==> src/rtl/sync_event_arbiter_pkg.sv <==
// Shared types and helpers for the synchronized-event arbiter.
package sync_evt_pkg;

  typedef enum logic {S_IDLE, S_OFFER} sync_evt_state_t;

  function automatic int ch_w(input int n);
    return (n > 2) ? $clog2(n) : 1;
  endfunction

endpackage

==> src/rtl/sync_event_arbiter_if.sv <==
// Valid/ready event stream carrying the index of the channel being offered.
interface sync_event_arbiter_if
  import sync_evt_pkg::*;
#(
  parameter int N_CH = 4
);
  localparam int CH_W = ch_w(N_CH);

  logic            evt_valid;
  logic [CH_W-1:0] evt_ch;
  logic            evt_ready;

  modport master (output evt_valid, output evt_ch, input evt_ready);
  modport slave  (input evt_valid, input evt_ch, output evt_ready);
endinterface

==> src/rtl/sync_event_arbiter_rr_pick.sv <==
// Combinational round-robin picker: first set req bit at or after ptr, wrapping.
module rr_pick #(
  parameter int N_CH = 4,
  parameter int CH_W = 2
) (
  input  logic [N_CH-1:0] req,
  input  logic [CH_W-1:0] ptr,
  output logic            gnt_any,
  output logic [CH_W-1:0] gnt_idx
);

  int idx;

  always_comb begin
    gnt_any = 1'b0;
    gnt_idx = '0;
    idx     = 0;
    for (int k = 0; k < N_CH; k++) begin
      idx = int'(ptr) + k;
      if (idx >= N_CH) idx = idx - N_CH;
      if (!gnt_any && req[idx]) begin
        gnt_any = 1'b1;
        gnt_idx = CH_W'(idx);
      end
    end
  end

endmodule

==> src/rtl/sync_event_arbiter.sv <==
// Serialises per-channel event pulses into one valid/ready stream with drop counting.
//   state   | meaning
//   S_IDLE  | no offer outstanding; pick next pending channel when enabled
//   S_OFFER | evt_valid high, evt_ch held until the consumer accepts
module sync_event_arbiter
  import sync_evt_pkg::*;
#(
  parameter int N_CH   = 4,
  parameter int DROP_W = 8
) (
  input  logic                     clk,
  input  logic                     reset,
  input  logic [N_CH-1:0]          sync_in,
  input  logic                     enable,
  sync_event_arbiter_if.master     evt,
  output logic [N_CH-1:0]          pending,
  input  logic                     drop_clr,
  output logic [N_CH*DROP_W-1:0]   drop_cnt
);

  localparam int CH_W = ch_w(N_CH);

  sync_evt_state_t state_q, state_d;
  logic [N_CH-1:0] prev_q, rise, pend_q, hs_clr;
  logic            valid_q, valid_d, hs;
  logic [CH_W-1:0] ch_q, ch_d, ptr_q, ptr_d, gnt_idx;
  logic            gnt_any;

  assign rise          = sync_in & ~prev_q;
  assign hs_clr        = hs ? (N_CH'(1) << ch_q) : '0;
  assign pending       = pend_q;
  assign evt.evt_valid = valid_q;
  assign evt.evt_ch    = ch_q;

  rr_pick #(.N_CH(N_CH), .CH_W(CH_W)) u_pick (
    .req     (pend_q),
    .ptr     (ptr_q),
    .gnt_any (gnt_any),
    .gnt_idx (gnt_idx)
  );

  always_comb begin
    state_d = state_q;
    valid_d = valid_q;
    ch_d    = ch_q;
    ptr_d   = ptr_q;
    hs      = 1'b0;
    case (state_q)
      S_IDLE: begin
        if (enable && gnt_any) begin
          state_d = S_OFFER;
          valid_d = 1'b1;
          ch_d    = gnt_idx;
        end
      end
      S_OFFER: begin
        if (evt.evt_ready) begin
          hs      = 1'b1;
          state_d = S_IDLE;
          valid_d = 1'b0;
          ptr_d   = (ch_q == CH_W'(N_CH - 1)) ? '0 : ch_q + 1'b1;
        end
      end
      default: state_d = S_IDLE;
    endcase
  end

  always_ff @(posedge clk) begin
    if (reset) begin
      state_q <= S_IDLE;
      valid_q <= 1'b0;
      ch_q    <= '0;
      ptr_q   <= '0;
      prev_q  <= '0;
      pend_q  <= '0;
    end else begin
      state_q <= state_d;
      valid_q <= valid_d;
      ch_q    <= ch_d;
      ptr_q   <= ptr_d;
      prev_q  <= sync_in;
      // a rise landing on its own handshake re-arms the flag instead of dropping
      pend_q  <= (pend_q & ~hs_clr) | rise;
    end
  end

  for (genvar i = 0; i < N_CH; i++) begin : g_drop
    logic [DROP_W-1:0] cnt_q;
    always_ff @(posedge clk) begin
      if (reset || drop_clr) cnt_q <= '0;
      else if (rise[i] && pend_q[i] && !hs_clr[i] && (cnt_q != '1))
        cnt_q <= cnt_q + 1'b1;
    end
    assign drop_cnt[i*DROP_W +: DROP_W] = cnt_q;
  end

endmodule
==> src/flat_wrapper.sv <==
// flat-port wrapper written by rule: the top's interface ports become plain ports
module sync_event_arbiter_flat import sync_evt_pkg::*;
#(
  parameter int N_CH   = 4,
  parameter int DROP_W = 8
)
  (clk, reset, sync_in, enable, pending, drop_clr, drop_cnt, evt_evt_valid, evt_evt_ch, evt_evt_ready);
  sync_event_arbiter_if #(.N_CH(N_CH)) evt_i ();
  input  logic clk;
  input  logic reset;
  input  logic [N_CH-1:0] sync_in;
  input  logic enable;
  output logic [N_CH-1:0] pending;
  input  logic drop_clr;
  output logic [N_CH*DROP_W-1:0] drop_cnt;
  output wire logic [$bits(evt_i.evt_valid)-1:0] evt_evt_valid;
  output wire logic [$bits(evt_i.evt_ch)-1:0] evt_evt_ch;
  input wire logic [$bits(evt_i.evt_ready)-1:0] evt_evt_ready;
  assign evt_evt_valid = evt_i.evt_valid;
  assign evt_evt_ch = evt_i.evt_ch;
  assign evt_i.evt_ready = evt_evt_ready;
  sync_event_arbiter #(.N_CH(N_CH), .DROP_W(DROP_W)) u_core (.clk(clk), .reset(reset), .sync_in(sync_in), .enable(enable), .evt(evt_i), .pending(pending), .drop_clr(drop_clr), .drop_cnt(drop_cnt));
endmodule
==> config.mk <==
export PLATFORM = sky130hd
export DESIGN_NAME = sync_event_arbiter_flat
export DESIGN_NICKNAME = d
export VERILOG_FILES = /design/src/rtl/sync_event_arbiter_pkg.sv /design/src/rtl/sync_event_arbiter_if.sv /design/src/rtl/sync_event_arbiter_rr_pick.sv /design/src/rtl/sync_event_arbiter.sv /design/src/flat_wrapper.sv
export SDC_FILE = /design/constraint.sdc
export NUM_CORES = 1
export LEC_CHECK = 0
export ABC_AREA = 0
export CAP_MARGIN = 5
export CORE_MARGIN = 3
export CORE_UTILIZATION = 45
export DETAILED_ROUTE_END_ITERATION = 6
export DONT_BUFFER_PORTS = 1
export SYNTH_ARGS = -nofsm -noshare
export SYNTH_HDL_FRONTEND = slang
export SYNTH_SLANG_ARGS = --single-unit
==> constraint.sdc <==
create_clock -name clk -period 1.7 [get_ports clk]
set_input_delay 0.34 -clock clk [delete_from_list [all_inputs] [get_ports clk]]
set_output_delay 0.34 -clock clk [all_outputs]
set_load 0.01 [all_outputs]
==> impl_metrics.yaml, run 1 <==
drt:
  drt-total-wl_um: 5030
  detail_route.first_pass.iterations: 4
  routedWlPerCell_um: 14.5
  antenna_left: 0
  drt_drc_violations_left: 0
  vias: 1966
  vias_per_cell: 5.67
  drt_iter0_drc: 93
power:
  p_leak_nw: 1.11
  report.power.total_mw: 2.09
  powerDensity_mw_per_mm2: 775
  vdd.ir_drop.worst_mv: 0.477
synthesis:
  yosys-top-cells-area: "sky130_fd_sc_hd__dfxtp_1 43%, sky130_fd_sc_hd__a21oi_1 5.4%, sky130_fd_sc_hd__ha_1 4.7%"
  fraction_of_registers_with_async_set_or_reset_after_synthesis_pct: 0
  avgSynthCellArea_um2: 8.75
  post_synth_inst_count: 244
  synth_largest_area_cell: "sky130_fd_sc_hd__dfxtp_1"
  ys_seq_elements: 46
  mappedNetlistArea_mm2: 0.00214
  primary_flip_flop_cell_chosen_by_synthesis_mapping: "sky130_fd_sc_hd__dfxtp_1"
  synthesis.nets: 261
  synth_cell_type_count: 43
  synth_top_area_share_pct: 43.1
  yosys_warning_count: 0
  yosysSeqAreaShare_pct: 43.1
  count_of_flip_flops_with_a_built_in_enable_after_synthesis: 0
critical_path:
  worstPathArrival_ns: 1.87
  cells_along_the_critical_path: "buf_4, ha_1, nand3_2, o211ai_1, buf_4, or3_1, a21oi_1"
  critical_path.endpoint_type: "flip-flop"
  critPathRequiredTime_ns: 1.93
  critPathMaxStageDelay_ns: 0.34
  crit_top_cell: "sky130_fd_sc_hd__buf_4"
  critical_path_peak_fanout: 4
  startpoint_type: "flip-flop"
  critical_path_class: "reg -> reg"
  worst_path_dominant_cell_family: "simple AND/OR/NAND/NOR gates"
  buffering_stage_count_on_the_worst_path_with_inverters_included: 2
  critical-path-slowest-cell: "sky130_fd_sc_hd__or3_1"
global_routing:
  grt_overflow: 0
  globalRouteTotalUtil_pct: 18.4
  grt_start_max_net_pins: 30
  number_of_antenna_violations_at_the_first_check_in_global_routing: 0
  grt_pass1_vias: 1715
  wire_length_of_the_first_global_routing_pass_um: 8040
floorplanning:
  dieArea_mm2: 0.00561
  die-height_um: 74.9
  num_rows: 24
  core_area_mm2: 0.00447
  die_x_um: 74.9
  initial_core_util_pct: 47.7
  num_io_pins: 48
finish:
  final.fill_count: 407
  drive_above_1_share_pct: 22.4
  finalNetCount: 311
  antenna_cells: 0
  synthToLayoutAreaGrowth_pct: 26.1
clock_network:
  cts.path.max_buffers: 2
  cts_made_buffers: 5
  cts.sinks: 46
  clk_root_buffer_cell: "sky130_fd_sc_hd__clkbuf_8"
  clock_tree.htree_level_count: 2
  tritoncts: "yes"
  insertion_delay_ns: 0.30
  clk_transition_reported_paths_ns: 0.09
sta:
  layout_min_cycle_time_ns: 1.64
  finalHoldViolCount: 0
  worst_slew_margin_rel_pct: 59.9
  final.setup_skew_ns: 0.00990
  timing.fmax_ghz: 0.611
  crit_share_post_route_pct: 96.3
  hold-worst-slack_ns: 0.0998
  slew_viol_final: 0
  setup_total_negative_slack_ns: 0
  setup_viol: 0
  worst_margin_pin_slew_ns: 0.602
  rsz0062_at_grt: "true"
run_status:
  outcome: "finished clean"
hold_path:
  worstHoldPathType: "in -> reg"
place:
  gp_routability_congestion: 0.816
  detailedPlacementHpwl_um: 3620
  numPortBuffers: 0
job:
  timing.max_cap.violations: 0
==> cell families after synthesis <==
group           synth area share (%)
flops                           43.1
xor+xnor                        2.46
buf+inv                         3.05
compound gates                  18.6
simple gates                    25.7
mux                             2.34
fa+ha+maj                       4.69
==> Yosys cell counts, types with 2 or more instances <==
library cell                 n
sky130_fd_sc_hd__a211oi_1    2
sky130_fd_sc_hd__a21oi_1    23
sky130_fd_sc_hd__a31oi_1     4
sky130_fd_sc_hd__and3_1      7
sky130_fd_sc_hd__and3b_1     3
sky130_fd_sc_hd__clkbuf_1    6
sky130_fd_sc_hd__dfxtp_1    46
sky130_fd_sc_hd__ha_1        8
sky130_fd_sc_hd__inv_1       9
sky130_fd_sc_hd__mux2i_1     5
sky130_fd_sc_hd__nand2_1    13
sky130_fd_sc_hd__nand3_1    16
sky130_fd_sc_hd__nand4_1     6
sky130_fd_sc_hd__nor2_1     20
sky130_fd_sc_hd__nor2b_1    11
sky130_fd_sc_hd__nor3_1      3
sky130_fd_sc_hd__o2111ai_1   3
sky130_fd_sc_hd__o211a_1     2
sky130_fd_sc_hd__o211ai_1    5
sky130_fd_sc_hd__o21ai_0     8
sky130_fd_sc_hd__o31ai_1     5
sky130_fd_sc_hd__or3_1       9
sky130_fd_sc_hd__or4_1       5
sky130_fd_sc_hd__xor2_1      6
==> layer usage <==
layer | track usage [%] | up-vias | part of all wire, %
li1 | - | 1005 | -
met1 | 24.8 | 916 | 48
met2 | 27.9 | 39 | 44
met3 | 6.54 | 6 | 6.4
met4 | 5.34 | 0 | 1.1
met5 | 0 | - | 0
==> power by group <==
part / switching [mW] / total (mW) / internal (mW) / leakage [nW]
Sequential: 0.0233 / 1.12 / 1.10 / 0.374
Clock: 0.359 / 0.799 / 0.440 / 0.0524
Combinational: 0.0882 / 0.164 / 0.0761 / 0.685
Total: 0.470 / 2.09 / 1.62 / 1.11
==> final cells by class <==
| class | count | area, um^2 | area share, % |
|---|---|---|---|
| timing repair buffer | 51 | 383 | 14.2 |
| clock buffer | 7 | 76.3 | 2.83 |
| clock inverter | 1 | 30.0 | 1.12 |
| inverter | 9 | 33.8 | 1.25 |
| tap | 52 | 65.1 | 2.42 |
| multi-input combinational | 181 | 1180 | 44.0 |
| sequential | 46 | 921 | 34.2 |
==> sequential cells by signal, summed over array words and instances, names as in the netlist <==
register	cells
u_core.evt.evt_ch	2
u_core.prev_q	4
u_core.g_drop.cnt_q	32
u_core.evt.evt_valid	1
u_core.state_q	1
u_core.ptr_q	2
u_core.pending	4
==> per-stage QoR <==
stage | utilization (%) | instances | area [um^2] | setup WS (ns)
3_5_place_dp | 56.2 | 334 | 2510 | 0.0823
4_1_cts | 58.6 | 342 | 2620 | 0.0670
2_1_floorplan | - | 244 | 2140 | 0.0598
6_report | 60.2 | 347 | 2690 | 0.0623
3_3_place_gp | 56.2 | 334 | 2510 | 0.0968
5_1_grt | 60.2 | 347 | 2690 | -0.0290
==> worst reg2reg max path, stage by stage (launching register included) <==
cell and delay, ns:
sky130_fd_sc_hd__dfxtp_1 0.32, sky130_fd_sc_hd__buf_4 0.16, sky130_fd_sc_hd__ha_1 0.19, sky130_fd_sc_hd__nand3_2 0.09, sky130_fd_sc_hd__o211ai_1 0.16, sky130_fd_sc_hd__buf_4 0.18, sky130_fd_sc_hd__or3_1 0.34, sky130_fd_sc_hd__a21oi_1 0.15
==> timing repair <==
action,in CTS,in global routing
buffers inserted,0,5
hold buffers,0,0
resized for setup,0,6
endpoints found under the setup margin,0,14
==> layout by cell type (no fill, tap or decap), types with 6 or more instances in the layout <==
master / netlist / routed
sky130_fd_sc_hd__a21oi_1: 23 / 22
sky130_fd_sc_hd__nand4_1: 6 / 6
sky130_fd_sc_hd__inv_1: 9 / 9
sky130_fd_sc_hd__o21ai_0: 8 / 8
sky130_fd_sc_hd__buf_4: 0 / 51
sky130_fd_sc_hd__nand2_1: 13 / 13
sky130_fd_sc_hd__nor2_1: 20 / 20
sky130_fd_sc_hd__nand3_1: 16 / 14
sky130_fd_sc_hd__dfxtp_1: 46 / 46
sky130_fd_sc_hd__nor2b_1: 11 / 11
sky130_fd_sc_hd__and3_1: 7 / 7
sky130_fd_sc_hd__xor2_1: 6 / 6
sky130_fd_sc_hd__ha_1: 8 / 7
sky130_fd_sc_hd__or3_1: 9 / 9
==> final timing paths <==
path	start	endpoint	slack [ns]	cells past startpoint
min reg2reg	u_core.evt.evt_valid$_SDFFE_PP0P_	u_core.evt.evt_valid$_SDFFE_PP0P_	0.52	2
max reg2reg	u_core.evt.evt_ch[1]$_SDFFE_PP0P_	u_core.g_drop[2].cnt_q[4]$_SDFFE_PP0P_	0.06	7
max	u_core.evt.evt_ch[1]$_SDFFE_PP0P_	u_core.g_drop[2].cnt_q[4]$_SDFFE_PP0P_	0.06	7
min	reset	u_core.pending[0]$_SDFF_PP0_	0.1	1
Power figures use the tool's default switching activity.
==> run 2: changes to the inputs <==
- CORE_MARGIN: 3 -> not set
==> run 2 against run 1 <==
Net effect: the run now ends with DRC left; maximum frequency rose by 0.18%; sequential share of layout area about the same; highest routed layer unchanged; flip-flop and latch count did not move; design area is 0.37% higher; combinational power barely moved; critical path type unchanged; wire length is essentially flat; critical path depth stayed put; clock power about the same; sequential power barely moved; core utilization rose by 0.63 points; cell count down 0.58%; non-clock buffer count decreased by 2.
==> impl_metrics.yaml, run 2 (same netlist as run 1, synthesis figures left out) <==
floorplanning:
  initial_core_util_pct: 48.1
  num_rows: 24
  dieArea_mm2: 0.00503
  num_io_pins: 48
  die-height_um: 70.9
  core_area_mm2: 0.00444
  die_x_um: 70.9
critical_path:
  startpoint_type: "flip-flop"
  worst_r2r_endpoint: "u_core.g_drop[0].cnt_q[4]$_SDFFE_PP0P_"
  r2r_setup_slack_ns: 0.07
  worst_path_dominant_cell_family: "simple AND/OR/NAND/NOR gates"
  critical_path_class: "reg -> reg"
  critical_path.endpoint_type: "flip-flop"
  timing.reg2reg.worst_path_depth: 7
  critPathMaxStageDelay_ns: 0.36
  cells_along_the_critical_path: "inv_1, ha_2, nand3_2, o211ai_1, buf_4, or3_4, a21oi_2"
  critical-path-slowest-cell: "sky130_fd_sc_hd__or3_4"
  critical_path_peak_fanout: 7
  worstPathArrival_ns: 1.87
  worst_setup_path_startpoint: "u_core.evt.evt_ch[1]$_SDFFE_PP0P_"
  worst_r2r_startpoint: "u_core.evt.evt_ch[1]$_SDFFE_PP0P_"
  critPathRequiredTime_ns: 1.93
  buffering_stage_count_on_the_worst_path_with_inverters_included: 2
clock_network:
  clock_tree.htree_level_count: 2
  cts_made_buffers: 5
  tritoncts: "yes"
  cts.sinks: 46
  insertion_delay_ns: 0.30
  cts.path.max_buffers: 2
  clk_root_buffer_cell: "sky130_fd_sc_hd__clkbuf_8"
  clk_transition_reported_paths_ns: 0.08
sta:
  slew_viol_final: 0
  worst_slew_margin_rel_pct: 58.8
  final.setup_skew_ns: 0.00565
  worst_margin_pin_slew_ns: 0.617
  setup_viol: 0
  layout_min_cycle_time_ns: 1.63
  setup_total_negative_slack_ns: 0
  finalHoldViolCount: 0
  rsz0062_at_grt: "true"
  timing.fmax_ghz: 0.612
  crit_share_post_route_pct: 96.2
global_routing:
  globalRouteTotalUtil_pct: 20.7
  grt_busiest_layer: "met2"
  wire_length_of_the_first_global_routing_pass_um: 8260
  gr-usage-met1_pct: 26.4
  grt_util_met3_pct: 7.55
  met2_usage_pct: 32.4
  grt_pass1_vias: 1823
  number_of_antenna_violations_at_the_first_check_in_global_routing: 0
  grt_overflow: 0
  grt_start_max_net_pins: 30
drt:
  vias: 2023
  antenna_left: 0
  vias_per_cell: 5.86
  detail_route.first_pass.iterations: 7
  routedWlPerCell_um: 14.6
  drt_iter0_drc: 118
  drt_drc_violations_left: 4
  drt-total-wl_um: 5030
run_status:
  outcome: "finished, violations left"
  failed_checks: "DRC"
finish:
  drive_above_1_share_pct: 25.3
  antenna_cells: 0
  leading_cell_type_in_the_layout_fill_and_taps_excluded: "sky130_fd_sc_hd__buf_4"
  synthToLayoutAreaGrowth_pct: 26.5
  layout.cells.most_common_list: "49 x sky130_fd_sc_hd__buf_4, 43 x sky130_fd_sc_hd__dfxtp_1, 22 x sky130_fd_sc_hd__a21oi_1, 20 x sky130_fd_sc_hd__nor2_1"
  multi_input_comb_area_mm2: 0.00120
  flip_flop_count_of_the_largest_register_all_copies_and_words_added: 32
  largest_register_by_flop_count: "u_core.g_drop.cnt_q"
  utilization_pct: 60.8
  finalNetCount: 309
  final.fill_count: 403
  seq_area_um2: 925
power:
  vdd.ir_drop.worst_mv: 0.438
  report.power.total_mw: 2.09
  p_leak_nw: 1.11
  powerDensity_mw_per_mm2: 772
hold_path:
  hp-start: "reset"
  endpoint_of_the_worst_hold_path: "u_core.evt.evt_ch[0]$_SDFFE_PP0P_"
  worst_hold_path.num_cells: 1
  worstHoldPathType: "in -> reg"
job:
  timing.max_cap.violations: 0
place:
  detailedPlacementHpwl_um: 3560
  numPortBuffers: 0
  gp_routability_congestion: 0.764
run 2: metrics by stage:
stage / hold WS, ns / setup slack, ns / cell area, um^2 / cells
detailed placement: 0.414 / 0.00153 / 2490 / 331
finish: 0.0905 / 0.0652 / 2700 / 345
floorplan: 0.412 / 0.0598 / 2140 / 244
global placement: 0.412 / 0.0431 / 2490 / 331
global route: 0.0667 / -0.0455 / 2700 / 345
CTS: 0.0792 / 0.0133 / 2620 / 341
run 2: worst max path at each step:
stage,depth (start not counted),slack (ns),endpoint
after floorplan,4,0.06,u_core.evt.evt_ch[1]$_SDFFE_PP0P_
after global placement,6,0.04,u_core.g_drop[0].cnt_q[7]$_SDFFE_PP0P_
after detailed placement,6,0.002,u_core.g_drop[0].cnt_q[1]$_SDFFE_PP0P_
after CTS,6,0.01,u_core.g_drop[1].cnt_q[7]$_SDFFE_PP0P_
after global routing,7,-0.05,u_core.g_drop[0].cnt_q[4]$_SDFFE_PP0P_
final,7,0.07,u_core.g_drop[0].cnt_q[4]$_SDFFE_PP0P_
run 2: layer usage:
metal	routed length (um)	vias up
met5	0	-
met4	67	0
met3	313	8
met2	2310	49
met1	2340	966
li1	-	1000
run 2: final cells by class:
| cell class | instances | area share [%] |
|---|---|---|
| sequential | 46 | 34.2 |
| tap | 52 | 2.41 |
| timing repair buffer | 49 | 13.6 |
| clock inverter | 3 | 1.48 |
| multi-input combinational | 181 | 44.5 |
| clock buffer | 5 | 2.55 |
| inverter | 9 | 1.25 |
run 2: report_power, final:
part           switching, mW  total [mW]  internal (mW)
combinational         0.0891       0.162         0.0729
sequential            0.0220        1.12           1.10
clock                  0.367       0.800          0.433
total                  0.478        2.09           1.61
run 2: timing repair:
| item | CTS | global route |
|---|---|---|
| setup buffers | 2 | 4 |
| resized for setup | 0 | 14 |
| cloned | 0 | 0 |
| endpoints found under the hold margin | 0 | 0 |
| pin swaps | 1 | 6 |
| endpoints found under the setup margin | 4 | 14 |
| hold buffers | 0 | 0 |
run 2: worst register-to-register path, stage by stage (launching register included):
cell                       delay, ns
sky130_fd_sc_hd__dfxtp_1        0.34
sky130_fd_sc_hd__inv_1          0.06
sky130_fd_sc_hd__ha_2           0.18
sky130_fd_sc_hd__nand3_2        0.07
sky130_fd_sc_hd__o211ai_1       0.21
sky130_fd_sc_hd__buf_4          0.21
sky130_fd_sc_hd__or3_4          0.36
sky130_fd_sc_hd__a21oi_2        0.14
